### src/rtl/crypto_stim_pkg.sv
// rtl/crypto_stim_pkg.sv - shared status encoding and unlock sequence constants for crypto_stim_driver
package crypto_stim_pkg;

   typedef enum logic [1:0] {
      STAT_UNKNOWN = 2'd0,
      STAT_INVERT  = 2'd1,
      STAT_BYPASS  = 2'd2,
      STAT_ERROR   = 2'd3
   } stat_e;

   localparam logic [7:0] UNLOCK_B0   = 8'h21;
   localparam logic [7:0] UNLOCK_B1   = 8'hF1;
   localparam logic [7:0] UNLOCK_B2   = 8'h37;
   localparam logic [7:0] UNLOCK_TERM = 8'h00;

   function automatic logic [7:0] unlock_byte(input logic [1:0] idx);
      logic [7:0] b;
      case (idx)
         2'd0:    b = UNLOCK_B0;
         2'd1:    b = UNLOCK_B1;
         2'd2:    b = UNLOCK_B2;
         default: b = UNLOCK_TERM;
      endcase
      return b;
   endfunction

endpackage

### src/rtl/stim_fifo.sv
// rtl/stim_fifo.sv - DEPTH-entry synchronous FIFO; the extra occupancy bit separates full from empty
module stim_fifo #(
   parameter int DEPTH = 4,
   parameter int W     = 12
) (
   input  logic                       clk,
   input  logic                       rst,
   input  logic                       push,
   input  logic [W-1:0]               push_data,
   input  logic                       pop,
   output logic [W-1:0]               pop_data,
   output logic                       full,
   output logic                       empty,
   output logic [$clog2(DEPTH):0]     level
);

   localparam int AW = $clog2(DEPTH);
   localparam int LW = AW + 1;

   logic [W-1:0]  mem_q [DEPTH];
   logic [W-1:0]  mem_d [DEPTH];
   logic [AW-1:0] wr_ptr_q, wr_ptr_d;
   logic [AW-1:0] rd_ptr_q, rd_ptr_d;
   logic [LW-1:0] level_q, level_d;
   logic          do_push, do_pop;

   assign full     = (level_q == LW'(DEPTH));
   assign empty    = (level_q == '0);
   assign level    = level_q;
   assign pop_data = mem_q[rd_ptr_q];
   assign do_push  = push && !full;
   assign do_pop   = pop && !empty;

   always_comb begin
      mem_d    = mem_q;
      wr_ptr_d = wr_ptr_q;
      rd_ptr_d = rd_ptr_q;
      if (do_push) begin
         mem_d[wr_ptr_q] = push_data;
         wr_ptr_d        = wr_ptr_q + 1'b1;
      end
      if (do_pop) begin
         rd_ptr_d = rd_ptr_q + 1'b1;
      end
      level_d = level_q + LW'(do_push) - LW'(do_pop);
   end

   always_ff @(posedge clk or posedge rst) begin
      if (rst) begin
         mem_q    <= '{default: '0};
         wr_ptr_q <= '0;
         rd_ptr_q <= '0;
         level_q  <= '0;
      end else begin
         mem_q    <= mem_d;
         wr_ptr_q <= wr_ptr_d;
         rd_ptr_q <= rd_ptr_d;
         level_q  <= level_d;
      end
   end

endmodule

### src/rtl/crypto_stim_driver.sv
// rtl/crypto_stim_driver.sv - drives queued bytes into fake_crypto and classifies its response
// Optional autonomous unlock preload after reset: CRYPTO_STIM_PRELOAD_EN
module crypto_stim_driver
   import crypto_stim_pkg::*;
#(
   parameter int DEPTH    = 4,
   parameter int HOLD_W   = 4,
   parameter int PRE_HOLD = 2
) (
   input  logic                      clk,
   input  logic                      rst,
   input  logic                      wr_valid,
   output logic                      wr_ready,
   input  logic [7:0]                wr_data,
   input  logic [HOLD_W-1:0]         wr_hold,
   output logic [7:0]                drv_byte,
   input  logic [7:0]                resp_byte,
   output logic                      busy,
   output logic [$clog2(DEPTH):0]    fifo_level,
   output logic [1:0]                status,
   output logic                      unlock_seen,
   output logic                      err_sticky
);

   localparam int FW = 8 + HOLD_W;

   if (DEPTH < 2 || (DEPTH & (DEPTH - 1)) != 0) begin : g_bad_depth
      $error("DEPTH must be a power of two of at least 2");
   end
   if (PRE_HOLD < 1 || PRE_HOLD > (1 << HOLD_W)) begin : g_bad_pre_hold
      $error("PRE_HOLD must fit the hold counter");
   end

`ifdef CRYPTO_STIM_PRELOAD_EN
   typedef enum logic [1:0] {S_IDLE, S_HOLD, S_PRELOAD} state_e;
   localparam state_e RESET_STATE = S_PRELOAD;
   logic [1:0] pre_idx_q, pre_idx_d;
`else
   typedef enum logic {S_IDLE, S_HOLD} state_e;
   localparam state_e RESET_STATE = S_IDLE;
`endif

   state_e            state_q, state_d;
   logic [7:0]        drv_q, drv_d;
   logic [HOLD_W-1:0] hold_q, hold_d;
   logic              started_q, started_d;
   logic [7:0]        prev_drv_q, prev_drv_d;
   logic              prev_valid_q, prev_valid_d;
   stat_e             status_q, status_d;
   logic              unlock_q, unlock_d;
   logic              err_q, err_d;

   logic              fifo_full, fifo_empty, fifo_pop, fifo_push;
   logic [FW-1:0]     fifo_rdata;
   logic [HOLD_W-1:0] rd_hold;

   assign wr_ready  = !fifo_full;
   assign fifo_push = wr_valid && wr_ready;
   assign rd_hold   = fifo_rdata[FW-1:8];

   stim_fifo #(.DEPTH(DEPTH), .W(FW)) u_fifo (
      .clk       (clk),
      .rst       (rst),
      .push      (fifo_push),
      .push_data ({wr_hold, wr_data}),
      .pop       (fifo_pop),
      .pop_data  (fifo_rdata),
      .full      (fifo_full),
      .empty     (fifo_empty),
      .level     (fifo_level)
   );

   always_comb begin
      state_d   = state_q;
      drv_d     = drv_q;
      hold_d    = hold_q;
      started_d = started_q;
      fifo_pop  = 1'b0;
`ifdef CRYPTO_STIM_PRELOAD_EN
      pre_idx_d = pre_idx_q;
`endif
      case (state_q)
         S_IDLE, S_HOLD: begin
            if (state_q == S_HOLD && hold_q != '0) begin
               hold_d = hold_q - 1'b1;
            end else if (!fifo_empty) begin
               // a hold of 0 still presents the byte for one cycle
               fifo_pop  = 1'b1;
               drv_d     = fifo_rdata[7:0];
               hold_d    = (rd_hold == '0) ? '0 : rd_hold - 1'b1;
               started_d = 1'b1;
               state_d   = S_HOLD;
            end else begin
               state_d = S_IDLE;
            end
         end
`ifdef CRYPTO_STIM_PRELOAD_EN
         S_PRELOAD: begin
            drv_d     = unlock_byte(pre_idx_q);
            started_d = 1'b1;
            if (hold_q == HOLD_W'(PRE_HOLD - 1)) begin
               hold_d = '0;
               if (pre_idx_q == 2'd3) state_d = S_IDLE;
               else                   pre_idx_d = pre_idx_q + 1'b1;
            end else begin
               hold_d = hold_q + 1'b1;
            end
         end
`endif
         default: state_d = S_IDLE;
      endcase
   end

   // resp_byte reflects what crypto latched from drv_byte on the previous edge
   always_comb begin
      prev_drv_d   = drv_q;
      prev_valid_d = prev_valid_q | started_q;
      status_d     = status_q;
      if (prev_valid_q) begin
         if (resp_byte == ~prev_drv_q)     status_d = STAT_INVERT;
         else if (resp_byte == prev_drv_q) status_d = STAT_BYPASS;
         else                              status_d = STAT_ERROR;
      end
      err_d    = err_q | (status_d == STAT_ERROR);
      unlock_d = unlock_q | (status_q == STAT_INVERT && status_d == STAT_BYPASS);
   end

   always_ff @(posedge clk or posedge rst) begin
      if (rst) begin
         state_q      <= RESET_STATE;
         drv_q        <= '0;
         hold_q       <= '0;
         started_q    <= 1'b0;
         prev_drv_q   <= '0;
         prev_valid_q <= 1'b0;
         status_q     <= STAT_UNKNOWN;
         unlock_q     <= 1'b0;
         err_q        <= 1'b0;
`ifdef CRYPTO_STIM_PRELOAD_EN
         pre_idx_q    <= '0;
`endif
      end else begin
         state_q      <= state_d;
         drv_q        <= drv_d;
         hold_q       <= hold_d;
         started_q    <= started_d;
         prev_drv_q   <= prev_drv_d;
         prev_valid_q <= prev_valid_d;
         status_q     <= status_d;
         unlock_q     <= unlock_d;
         err_q        <= err_d;
`ifdef CRYPTO_STIM_PRELOAD_EN
         pre_idx_q    <= pre_idx_d;
`endif
      end
   end

   assign drv_byte    = drv_q;
   assign busy        = (state_q != S_IDLE) || !fifo_empty;
   assign status      = status_q;
   assign unlock_seen = unlock_q;
   assign err_sticky  = err_q;

endmodule

### config.mk
export PLATFORM = sky130hd
export DESIGN_NAME = crypto_stim_driver
export DESIGN_NICKNAME = d
export VERILOG_FILES = /design/src/rtl/crypto_stim_pkg.sv /design/src/rtl/stim_fifo.sv /design/src/rtl/crypto_stim_driver.sv
export SDC_FILE = /design/constraint.sdc
export NUM_CORES = 1
export LEC_CHECK = 0
export BUFFER_PORTS_ARGS = -buffer_cell sky130_fd_sc_hd__clkbuf_2
export CORE_ASPECT_RATIO = 0.75
export CORE_MARGIN = 2
export CORE_UTILIZATION = 50
export DETAILED_ROUTE_END_ITERATION = 8
export PLACE_DENSITY_LB_ADDON = 0.08
export SYNTH_ARGS = -nofsm -noshare
export SYNTH_HDL_FRONTEND = slang
export SYNTH_HIERARCHICAL = 1
export SYNTH_SLANG_ARGS = --single-unit
### constraint.sdc
create_clock -name clk -period 3.3 [get_ports clk]
set_clock_uncertainty 0.1 [all_clocks]
set_input_delay 0.33 -clock clk [delete_from_list [all_inputs] [get_ports clk]]
set_output_delay 0.33 -clock clk [all_outputs]
set_load 0.05 [all_outputs]
==> summary.txt <==
Logic synthesis
  • Synth Area in Simple Gates: 0.05829
  • Top cells by area, synth: dfrtp_1, mux2_4, mux4_2
  • Synth Area per Inst: 15.52 sq um
  • XOR/XNOR Fraction of Synth Area: 0.02947
  • Most numerous cell in the Yosys netlist: dfrtp_1
  • Post-Syn Area: 3864 sq um
  • Seq cells post-synth: 82
  • Number of flops mapped to enable cells by yosys: 0
  • Most used flip-flop cell after synthesis: dfrtp_1
  • Post-synthesis sequential area ratio: 0.5311
  • Compound-Gate Fraction of Synth Area: 0.03562
  • Post-synthesis mux area share: 0.2749
  • Yosys top cell by area: dfrtp_1
  • Synth Area in Adders: 0.02785
  • Area share of the largest cell type after synthesis: 0.5311
  • Top cells by count, synth: dfrtp_1, mux2_4, mux2_2, inv_1, mux4_2
  • Unique masters post-synth: 42
  • Synth Instances: 249
  • Async set or reset register ratio after synthesis: 1.000
  • Ys Warns: 6
  • Post-Syn Nets: 280
  • Largest family of logic cells by synthesized area: multiplexers

Detailed routing
  • Residual DRC count: 0
  • DRT iter0 DRCs: 98
  • DR vias/cell: 5.232
  • Drt pass-1 iters: 4
  • Wirelength per Cell: 17.09 microns
  • Antenna Nets Post-Route: 0
  • Post-Route WL: 6854 microns
  • Vias: 2,098

Placed design
  • Dpl cells: 385
  • Port-buffer cells: 39
  • Gpl congestion: 0.7141
  • Dpl hpwl: 4666 microns

Min path
  • WHS Path Cells: 2
  • Type of the tightest min-delay check: input pin to flop

Power
  • Power Total: 4.674 mW
  • PwrDens: 1080 nW/um^2
  • Peak VDD IR: 0.4528 mV
  • Leakage: 1.993 nW

Global routing
  • Largest net degree at the start of global routing: 32
  • Initial antenna violation count: 0
  • Global route overflow: 0
  • Total GRT Usage: 0.1768
  • First-pass GRT wire length: 11,270 microns
  • Vias in the first global route: 2,114

Clock tree
  • Cts bufs inserted: 9
  • TritonCTS Sinks: 82
  • Worst-Skew Late Latency: 0.35 ns
  • Maximum root-to-sink buffer count: 2
  • Root buffer cell: clkbuf_8
  • CTS clk-pin slew, worst paths: 0.08 ns
  • CTS tree: built
  • Htree depth: 3
  • Postcts setup bufs: 0

Cells and area
  • Final layout net count: 327
  • Ant. Diodes: 0
  • Area grow syn2layout: 12.01%
  • Final core utilization: 0.5823
  • Fin cells: 401
  • Share of cells above drive strength 1: 0.4600
  • Fillers: 607

Worst setup path
  • Arrival @ worst endpoint: 2.81 ns
  • Crit end category: flop
  • CP required: 3.43 ns
  • Worst R2R Path Depth: 11
  • CP Launch Type: flop
  • Crit path kind: flop to flop
  • Critical path peak fanout: 3

Floorplan
  • Core Rows: 27
  • Die area: 8454 sq um
  • Starting density of the core: 0.5199
  • Number of top-level pins: 40
  • Die H: 80.13 microns
  • Die width: 105.5 microns
  • CORE AREA: 7432 sq um

Timing
  • Slew Limit Fails: 0
  • Slew @ Worst Pin: 0.9837 ns
  • Post-route minimum period: 2.681 ns
  • # setup viols final: 0
  • Crit share post-route: 0.8125
  • Fin Setup TNS: 0 ns
  • Final Hold Viols: 0
  • RSZ-0062 raised after global routing: false
  • Fmax: 0.3730 GHz
  • Slew headroom: 0.3435

Status
  • Outcome: complete, no violations

Flow run
  • Max Cap Violations: 0
cells in the final DEF, fill, tap and decap left out, types with 2 or more instances in the layout:
| master | netlist | layout |
|---|---|---|
| a21o_1 | 2 | 2 |
| a21oi_1 | 2 | 2 |
| and3_4 | 4 | 4 |
| buf_4 | 1 | 5 |
| bufinv_16 | 0 | 2 |
| clkbuf_2 | 0 | 39 |
| clkbuf_8 | 0 | 9 |
| clkinvlp_4 | 0 | 2 |
| dfrtp_1 | 82 | 82 |
| ha_1 | 7 | 7 |
| inv_1 | 14 | 13 |
| mux2_2 | 17 | 17 |
| mux2_4 | 40 | 40 |
| mux4_2 | 12 | 12 |
| nand2_1 | 5 | 5 |
| nand4_1 | 2 | 2 |
| nor2_1 | 4 | 4 |
| nor2b_1 | 2 | 2 |
| nor3_1 | 3 | 3 |
| o21ai_0 | 7 | 7 |
| o311ai_0 | 3 | 3 |
| or2_2 | 2 | 2 |
| or4_1 | 2 | 2 |
| xnor2_1 | 3 | 3 |
| xor2_1 | 10 | 10 |
registers in the layout, indices dropped and copies added, names as in the netlist:
register,flops
u_fifo/mem_q,48
drv_byte,8
prev_drv_q,8
hold_q,4
u_fifo/level,3
status,2
u_fifo/rd_ptr_q,2
u_fifo/wr_ptr_q,2
err_sticky,1
prev_valid_q,1
started_q,1
state_q,1
unlock_seen,1
stage by stage:
| stage | instance area [sq um] | hold WS (ns) | setup slack (ns) |
|---|---|---|---|
| final | 4328 | 0.1681 | 0.6188 |
| after floorplan | 3864 | 0.2827 | 0.4472 |
| after global routing | 4328 | 0.1533 | 0.5264 |
| after detailed placement | 4110 | 0.2923 | 0.6433 |
| after CTS | 4328 | 0.1507 | 0.6220 |
| after global placement | 4110 | 0.2811 | 0.7167 |
final cells by class:
cell class | instances | area [sq um] | area share
sequential | 82 | 2052 | 0.4741
multi-input combinational | 144 | 1647 | 0.3805
timing repair buffer | 45 | 242.7 | 0.05609
clock buffer | 10 | 127.6 | 0.02949
tap | 101 | 126.4 | 0.02920
clock inverter | 5 | 80.08 | 0.01850
inverter | 14 | 52.55 | 0.01214
kinds of logic after synthesis:
family / Yosys count
XOR/XNOR: 13
adder cells (fa/ha/maj): 8
AND/OR/NAND/NOR: 34
AO/OA/AOI/OAI: 20
multiplexers: 69
buffers and inverters: 23
flip-flops: 82
power breakdown:
| group | leakage (nW) | switching [mW] | internal (mW) |
|---|---|---|---|
| combinational | 0.933 | 0.985 | 1.11 |
| clock | 0.0984 | 0.348 | 0.421 |
| sequential | 0.961 | 0.319 | 1.49 |
| total | 1.99 | 1.65 | 3.02 |
worst max-delay path: stages, from the launching register on:
cell and delay, ns:
dfrtp_1 0.40, inv_1 0.08, ha_1 0.16, or3b_1 0.39, a21oi_2 0.16, nor2b_1 0.24
ha_1 0.15, inv_1 0.04, ha_1 0.18, fa_1 0.37, xor2_1 0.16, xnor2_1 0.12
final timing paths:
kind | start | end | slack, ns
setup / recovery | hold_q[0] | u_fifo/level[2] | 0.62
max in group asynchronous | rst | u_fifo/mem_q[25] | 1.82
min in group asynchronous | rst | u_fifo/mem_q[31] | 0.48
setup reg to reg | hold_q[0] | u_fifo/level[2] | 0.62
hold / removal | wr_hold[3] | u_fifo/mem_q[47] | 0.17
hold reg to reg | drv_byte[4] | prev_drv_q[4] | 0.31
per-layer routing:
layer	wire, microns	vias up	share of wire	global-route usage
li1	-	983	-	-
met1	3771	1075	0.55	0.2735
met2	2816	38	0.41	0.2452
met5	0	-	0	0
met4	14	0	0.0020	0.03947
met3	252	2	0.037	0.05195
repair_timing:
item,in CTS,in global routing
endpoints found under the hold margin,24,0
hold buffers,1,0
gates resized for setup,0,0
Note: power is estimated with default switching activity, not from simulation.
